File: src/rtl/mdu_pkg.sv
// Shared types for the multicycle multiply/divide unit.
package mdu_pkg;

  typedef enum logic [1:0] {
    MDU_MULT  = 2'b00,
    MDU_MULTU = 2'b01,
    MDU_DIV   = 2'b10,
    MDU_DIVU  = 2'b11
  } mdu_op_t;

  typedef enum logic [1:0] {
    IDLE = 2'b00,
    RUN  = 2'b01,
    FIX  = 2'b10,
    DONE = 2'b11
  } mdu_state_t;

endpackage

File: src/rtl/mult_div_unit_abs.sv
// Two's-complement conditional negate: magnitude of a signed operand, or sign fix-up of a result.
module mdu_abs #(
  parameter int unsigned WIDTH = 32
) (
  input  logic [WIDTH-1:0] value,
  input  logic             neg,
  output logic [WIDTH-1:0] result_c
);

  assign result_c = neg ? (~value + WIDTH'(1)) : value;

endmodule

File: src/rtl/mult_div_unit.sv
// Multicycle shift-add multiplier / restoring divider with HI/LO result registers.
module mult_div_unit
  import mdu_pkg::*;
#(
  parameter int unsigned WIDTH = 32,
  parameter int unsigned CW    = $clog2(WIDTH)
) (
  input  logic             clock,
  input  logic             reset,
  input  logic             start,
  input  logic [1:0]       op,
  input  logic [WIDTH-1:0] a,
  input  logic [WIDTH-1:0] b,
  input  logic             hi_load,
  input  logic             lo_load,
  output logic             busy,
  output logic             done,
  output logic             div_zero,
  output logic [WIDTH-1:0] hi,
  output logic [WIDTH-1:0] lo
);

  mdu_state_t state, state_n;
  mdu_op_t    op_in;

  logic [2*WIDTH-1:0] acc, acc_step, acc_fix;
  logic [WIDTH-1:0]   opnd, abs_a, abs_b, rem_fix;
  logic [CW-1:0]      cnt;
  logic               is_div, neg_q, neg_r;
  logic               is_div_in, signed_in, start_dz;
  logic [WIDTH:0]     mul_sum, div_shift, div_diff;

  assign op_in     = mdu_op_t'(op);
  assign is_div_in = (op_in == MDU_DIV) || (op_in == MDU_DIVU);
  assign signed_in = (op_in == MDU_MULT) || (op_in == MDU_DIV);
  assign start_dz  = is_div_in && (b == '0);

  // Operand magnitudes on the way in, sign fix-up of the accumulator on the way out.
  mdu_abs #(.WIDTH(WIDTH)) u_abs_a (.value(a), .neg(signed_in & a[WIDTH-1]), .result_c(abs_a));
  mdu_abs #(.WIDTH(WIDTH)) u_abs_b (.value(b), .neg(signed_in & b[WIDTH-1]), .result_c(abs_b));
  mdu_abs #(.WIDTH(2*WIDTH)) u_fix_acc (.value(acc), .neg(neg_q), .result_c(acc_fix));
  mdu_abs #(.WIDTH(WIDTH)) u_fix_rem (.value(acc[2*WIDTH-1:WIDTH]), .neg(neg_r), .result_c(rem_fix));

  // One iteration: acc holds {partial product, multiplier} or {remainder, dividend/quotient}.
  always_comb begin
    mul_sum   = {1'b0, acc[2*WIDTH-1:WIDTH]} + (acc[0] ? {1'b0, opnd} : '0);
    div_shift = acc[2*WIDTH-1:WIDTH-1];
    div_diff  = div_shift - {1'b0, opnd};
    if (is_div) begin
      if (div_diff[WIDTH]) acc_step = {div_shift[WIDTH-1:0], acc[WIDTH-2:0], 1'b0};
      else                 acc_step = {div_diff[WIDTH-1:0], acc[WIDTH-2:0], 1'b1};
    end else begin
      acc_step = {mul_sum, acc[WIDTH-1:1]};
    end
  end

  always_comb begin
    state_n = state;
    case (state)
      IDLE:    if (start) state_n = start_dz ? DONE : RUN;
      RUN:     if (cnt == '0) state_n = FIX;
      FIX:     state_n = DONE;
      DONE:    state_n = IDLE;
      default: state_n = IDLE;
    endcase
  end

  always_ff @(posedge clock) begin
    if (reset) begin
      state    <= IDLE;
      hi       <= '0;
      lo       <= '0;
      busy     <= 1'b0;
      done     <= 1'b0;
      div_zero <= 1'b0;
      cnt      <= '0;
      acc      <= '0;
      opnd     <= '0;
      is_div   <= 1'b0;
      neg_q    <= 1'b0;
      neg_r    <= 1'b0;
    end else begin
      state    <= state_n;
      busy     <= (state_n != IDLE);
      done     <= (state_n == DONE);
      div_zero <= (state == IDLE) && start && start_dz;
      case (state)
        IDLE: begin
          if (hi_load) hi <= a;
          if (lo_load) lo <= a;
          if (start) begin
            is_div <= is_div_in;
            neg_q  <= signed_in & (a[WIDTH-1] ^ b[WIDTH-1]);
            neg_r  <= signed_in & a[WIDTH-1];
            acc    <= {{WIDTH{1'b0}}, abs_a};
            opnd   <= abs_b;
            cnt    <= CW'(WIDTH - 1);
          end
        end
        RUN: begin
          acc <= acc_step;
          cnt <= cnt - CW'(1);
        end
        // Results land at the end of FIX so they are visible throughout DONE.
        FIX: begin
          if (is_div) begin
            hi <= rem_fix;
            lo <= acc_fix[WIDTH-1:0];
          end else begin
            hi <= acc_fix[2*WIDTH-1:WIDTH];
            lo <= acc_fix[WIDTH-1:0];
          end
        end
        default: ;
      endcase
    end
  end

endmodule

File: config.mk
export PLATFORM = sky130hd
export DESIGN_NAME = mult_div_unit
export DESIGN_NICKNAME = d
export VERILOG_FILES = /design/src/rtl/mdu_pkg.sv /design/src/rtl/mult_div_unit_abs.sv /design/src/rtl/mult_div_unit.sv
export SDC_FILE = /design/constraint.sdc
export NUM_CORES = 1
export LEC_CHECK = 0
export BUFFER_PORTS_ARGS = -buffer_cell sky130_fd_sc_hd__buf_4
export CAP_MARGIN = 20
export CORE_ASPECT_RATIO = 2
export CORE_MARGIN = 2
export CORE_UTILIZATION = 55
export CTS_CLUSTER_DIAMETER = 30
export DETAILED_ROUTE_END_ITERATION = 8
export PLACE_DENSITY = 0.88
export REMOVE_ABC_BUFFERS = 1
export SYNTH_ARGS = -nofsm -noshare
export SYNTH_HDL_FRONTEND = slang
export SYNTH_SLANG_ARGS = --single-unit
File: constraint.sdc
create_clock -name clock -period 2.95 [get_ports clock]
set_input_delay 0.7375 -clock clock [delete_from_list [all_inputs] [get_ports clock]]
set_output_delay 0.7375 -clock clock [all_outputs]
set_load 0.005 [all_outputs]
# After elaboration in Yosys (flattened, before gate mapping)
# Index checks and enable logic that the tools add are counted.
[word_totals]
word_cells = 72
out_inout_bits = 67
inputBits = 71
reg_bits = 173
[op_classes]
mux = 20
n_bitwise = 8
n_reduce_logical = 16
n_addsub = 7
n_eq_ne = 9
[op_table]
columns = ["operator", "n"]
rows = [
  ["64-bit two-way mux", 4],
  ["32-bit two-way mux", 7],
  ["32-bit case mux with 2 select lines", 2],
  ["64-bit case mux with 2 select lines", 1],
  ["32-bit by 1-bit adder with 32-bit output, second input constant", 3],
  ["32-bit NOT", 3],
  ["64-bit by 1-bit adder with 64-bit output, second input constant", 1],
  ["64-bit NOT", 1],
  ["32-bit by 32-bit adder with 33-bit output", 1],
  ["33-bit by 32-bit subtractor with 33-bit output", 1],
  ["32-bit zero test", 1],
  ["2-bit equality test, second input constant", 5],
  ["5-bit case mux with 2 select lines", 1],
  ["2-bit case mux with 4 select lines", 1],
  ["2-bit AND reduction", 4],
  ["2-bit two-way mux", 3],
  ["2-bit inequality test, second input constant", 3],
  ["2-bit nonzero test", 3],
  ["5-bit zero test", 1],
  ["5-bit two-way mux", 1],
  ["5-bit by 1-bit subtractor with 5-bit output, second input constant", 1],
  ["2-bit zero test", 2],
  ["1-bit AND", 3],
  ["1-bit logical AND", 3],
  ["3 further kinds", 4],
]

# Depth between registers and ports, before layout
[logic_depth]
depth_word = 7
mapped_depth = 13
mapped_depth_nobuf = 13

# Modules after synthesis
# Synthesis repeated with hierarchy kept, for this count alone.
[hier_totals]
hier_cells = 1956
hier_area_um2 = 15170.8
[by_module_without_submodules]
columns = ["module", "area_each_um2", "instances", "seq_area_each_um2", "cells_each"]
rows = [
  ["mult_div_unit", 11190.7, 1, 3463.3, 1453],
  ["mdu_abs at u_abs_a ...", 777.0, 3, 0.0, 99],
  ["mdu_abs at u_fix_acc", 1649.1, 1, 0.0, 206],
]

# Worst setup path before layout
# No wires, ideal clock.
[synth_path]
kind = "register to register"
start = "register acc[32]"
end = "register acc[44]"
setup_time_ps = 122
path_stages_with_launch = 13
period_less_slack_ps = 3175
path_slack_ps = -225
path_buffers = 2
t_required_ps = 2828
arrival_time_ps = 3053
cell_sequence = "dfxtp_1 clkbuf_1 inv_1 fa_1 nand2b_1 a21oi_1 o21ai_0 o211ai_1 a31oi_1 xor2_1 clkbuf_1 o21ai_0 a221o_1"
[synth_between]
elab_chain_len = 4
elab_cells_between_ends = 5
classes_between = "add/sub (2); mux (3)"
[synth_lines]
columns = ["element", "line_no", "source"]
rows = [
  ["start, declared", "mult_div_unit.sv:26", "logic [2*WIDTH-1:0] acc, acc_step, acc_fix;"],
  ["start signal, assigned", "mult_div_unit.sv:95", "acc <= {{WIDTH{1'b0}}, abs_a};"],
  ["start signal, assigned", "mult_div_unit.sv:101", "acc <= acc_step;"],
  ["33-bit by 32-bit subtractor with 33-bit output", "mult_div_unit.sv:48", "div_diff = div_shift - {1'b0, opnd};"],
  ["64-bit two-way mux", "mult_div_unit.sv:50", "if (div_diff[WIDTH]) acc_step = {div_shift[WIDTH-1:0], acc[WIDTH-2:0], 1'b0};"],
  ["64-bit two-way mux (*)", "mult_div_unit.sv:49", "if (is_div) begin"],
  ["64-bit case mux with 2 select lines (*)", "mult_div_unit.sv:87", "case (state)"],
]
# Every way passes the cells marked *; elsewhere a longest branch is shown, timed or not.
# A chain may end at the register's enable or synchronous reset.

# Worst setup path in the final report
[layout_path]
start = "register opnd[27]"
end = "register acc[51]"
[layout_between]
elab_chain_len = 4
[layout_lines]
columns = ["element", "line_no", "source"]
rows = [
  ["start, declared", "mult_div_unit.sv:27", "logic [WIDTH-1:0] opnd, abs_a, abs_b, rem_fix;"],
  ["start signal, assigned", "mult_div_unit.sv:96", "opnd <= abs_b;"],
  ["33-bit by 32-bit subtractor with 33-bit output", "mult_div_unit.sv:48", ""],
  ["64-bit two-way mux", "mult_div_unit.sv:50", ""],
  ["64-bit two-way mux", "mult_div_unit.sv:49", ""],
  ["64-bit case mux with 2 select lines", "mult_div_unit.sv:87", ""],
]
# No other way between the ends.

==> flow_summary.ini <==
[status]
outcome = complete, but fails checks
violations = design-rule violations, negative setup slack

[synthesis]
synth.area.top_cells = dfxtp_1 (25%), nor2_1 (7.3%), a21oi_1 (7.1%), ha_1 (6.3%), nand2_1 (5.6%)
syn-mean-instance-area_um2 = 7.287
synth_cell_types = 75
yosysTopAreaCell = dfxtp_1
synth_edf_count = 0
yosys_warnings = 0
netlist_area_um2 = 13740
synthCells = 1886
async_reset_ff_share_pct = 0
synth.top_cell.area_share_pct = 25.20
yosysSeqAreaShare_pct = 25.20
ys_seq_elements = 173
ys.flop_type = dfxtp_1

[drt]
dr_wl_met2_mm = 30.16
met3_length_mm = 7.282
top_layer = met5
wl_per_cell_um = 24.95
drc_errors = 14
via_per_inst = 6.882
drt-total-wl_mm = 65.71
vias = 18130
m1WireLength_mm = 19.23
antenna_left = 0
drt_iter0_markers = 2639
first_pass_iters = 9

[power_and_ir_drop]
p_total_mw = 9.237
cellPowerDensity_nw_per_um2 = 471.0
max-vdd-ir-drop_mv = 0.4568
p_leak_nw = 8.362

[setup_path]
cp.arrival_ns = 3.66
cp_slowest_cell = a211oi_1
ff2ff_path_depth = 15
worstReg2RegEnd = acc[51]$_SDFFE_PP0P_
endpoint = acc[51]$_SDFFE_PP0P_
cp-end-kind = flop
path_cells = inv_2, ha_4, a211oi_1, o21ai_0, a211oi_1, a22oi_2, a31oi_2, buf_4, xor2_4, buf_12, buf_6, buf_6, nor2_1, a21oi_1, o221ai_1
cp_max_fo = 6
critical_path.startpoint = opnd[27]$_SDFFE_PP0P_
slowest_delay_ns = 0.36
critical_path_required_ns = 3.30
cp-start-kind = flop
reg2reg_slack_ns = -0.36
path_class = flop to flop
r2r-start = opnd[27]$_SDFFE_PP0P_

[cells_and_area]
final_area_um2 = 19610
num-fill-cells = 1541
utilization_pct = 79.97
final_common_cell = buf_4
instances_no_fill = 2634
drive_gt1_share_pct = 31.71
nNetsFinal = 2428
syn2layout_area_growth_pct = 42.71
final_cell_mix = buf_4 (453), nor2_1 (250), nand2_1 (201), a21oi_1 (167), dfxtp_1 (163)

[timing]
worst_slack_ns = -0.3573
worstMarginPinSlew_ns = 1.096
hold_viol = 0
rsz0062_at_grt = yes
slew_headroom_pct = 26.94
tns_ns = -10.05
fmax_mhz = 302.4
fin_worst_skew_ns = 0.01415
drv_slew = 0
layout_min_cycle_time_ns = 3.307
finalCritPeriodShare_pct = 112.1
setup_violations = 68
whs_ns = 0.4572

[clock_network]
clock-root-buffer = clkbuf_16
path_clk_slew_ns = 0.07
postCtsHoldBufs = 0
clock_latency_ns = 0.50
clock_path_buffers = 2
htree_levels = 4
cts-buffers-inserted = 17
cts_sinks = 173
cts_tree = done

[placement]
place_congestion = 1.100
dp_cells = 2555
dpl-instance-area_um2 = 17240
port_buffers = 137
dpl.hpwl_mm = 42.60
place_ws_ns = -0.3473

[die]
die_area_um2 = 26340
io_pins = 138
fp.dieW_um = 115.8
coreArea_um2 = 24530
die_h_um = 227.6
fp-row-count = 81
start_util_pct = 56.04

[global_routing]
antenna_found_initial = 3
grt_pass1_wl_mm = 89.26
grt_usage_pct = 44.32
grt_max_degree = 87
grt_pass1_vias = 17250
gr-total-overflow = 0

[hold_path]
min_path_type = flop to flop

[job]
max_cap_viol_count = 0
cell usage after synthesis (all sizes together), types with 27 or more instances:
master,number
o21ai,97
inv,59
a31oi,27
xnor2,78
ha,69
clkbuf,105
nor3,30
nand2,206
a21oi,196
xor2,87
dfxtp,173
o211ai,42
mux2i,37
nor2,267
a211oi,68
sequential cells by signal, summed over array words and instances, names as in the netlist:
register  count
state         2
busy          1
neg_r         1
lo           32
div_zero      1
done          1
neg_q         1
cnt           5
is_div        1
acc          64
opnd         32
hi           32
area by class of cell:
cell class                      count  area (µm²)  share of cell area (%)
Tap cell                          332       415.4                   2.118
Inverter                           59       231.5                   1.180
Multi-Input combinational cell   1536       10790                   55.03
Timing Repair Buffer              499        4044                   20.62
Clock buffer                       18       439.2                   2.239
Clock inverter                     14       203.9                   1.040
Sequential cell                   173        3478                   17.74
Antenna cell                        3       7.507                 0.03828
routing by layer:
layer,global-route usage (%),vias to the layer above
li1,-,7628
met1,38.89,8221
met2,76.27,1544
met3,13.31,729
met4,45.31,6
met5,0,-
power by group:
group | switching, mW | total, mW | internal, mW
Clock | 1.15 | 2.60 | 1.46
Combinational | 2.26 | 3.88 | 1.62
Sequential | 0.184 | 2.76 | 2.57
kinds of logic (layout without fill, tap and decap cells):
family                     count (synthesis)  after routing  share of synthesized area [%]
xor gates and xnor gates                 165            165                          10.52
AOI/OAI and AO/OA                        604            605                          28.52
and+or+nand+nor                          658            658                          21.41
muxes                                     37             37                          2.695
other                                      0              3                              0
buffers and inverters                    178            590                          5.080
DFF                                      173            173                          25.20
adders and majority gates                 71             71                          6.573
critical path: cells and delay by family (launching register included):
kind	cells	cell delay (ns)
buffers and inverters	5	0.61
AO/OA/AOI/OAI	7	1.75
adder cells (fa/ha/maj)	1	0.24
AND/OR/NAND/NOR	1	0.05
flip-flops	1	0.34
XOR/XNOR	1	0.19
repair_timing:
action,CTS,global route
pin swaps,50,96
gates cloned,1,4
setup buffers,10,32
resized for setup,122,185
endpoints found under the setup margin,69,72
worst min-delay path by stage:
stage | from | end | slack (ns) | cells after the start
after floorplan | opnd[21]$_SDFFE_PP0P_ | opnd[21]$_SDFFE_PP0P_ | 0.43 | 2
after global placement | opnd[21]$_SDFFE_PP0P_ | opnd[21]$_SDFFE_PP0P_ | 0.45 | 2
after detailed placement | opnd[21]$_SDFFE_PP0P_ | opnd[21]$_SDFFE_PP0P_ | 0.45 | 2
after CTS | opnd[21]$_SDFFE_PP0P_ | opnd[21]$_SDFFE_PP0P_ | 0.46 | 2
after global routing | hi[9]$_SDFFE_PP0P_ | hi[9]$_SDFFE_PP0P_ | 0.49 | 2
final | opnd[21]$_SDFFE_PP0P_ | opnd[21]$_SDFFE_PP0P_ | 0.46 | 2
No activity file was read; power rests on OpenSTA's default activity.
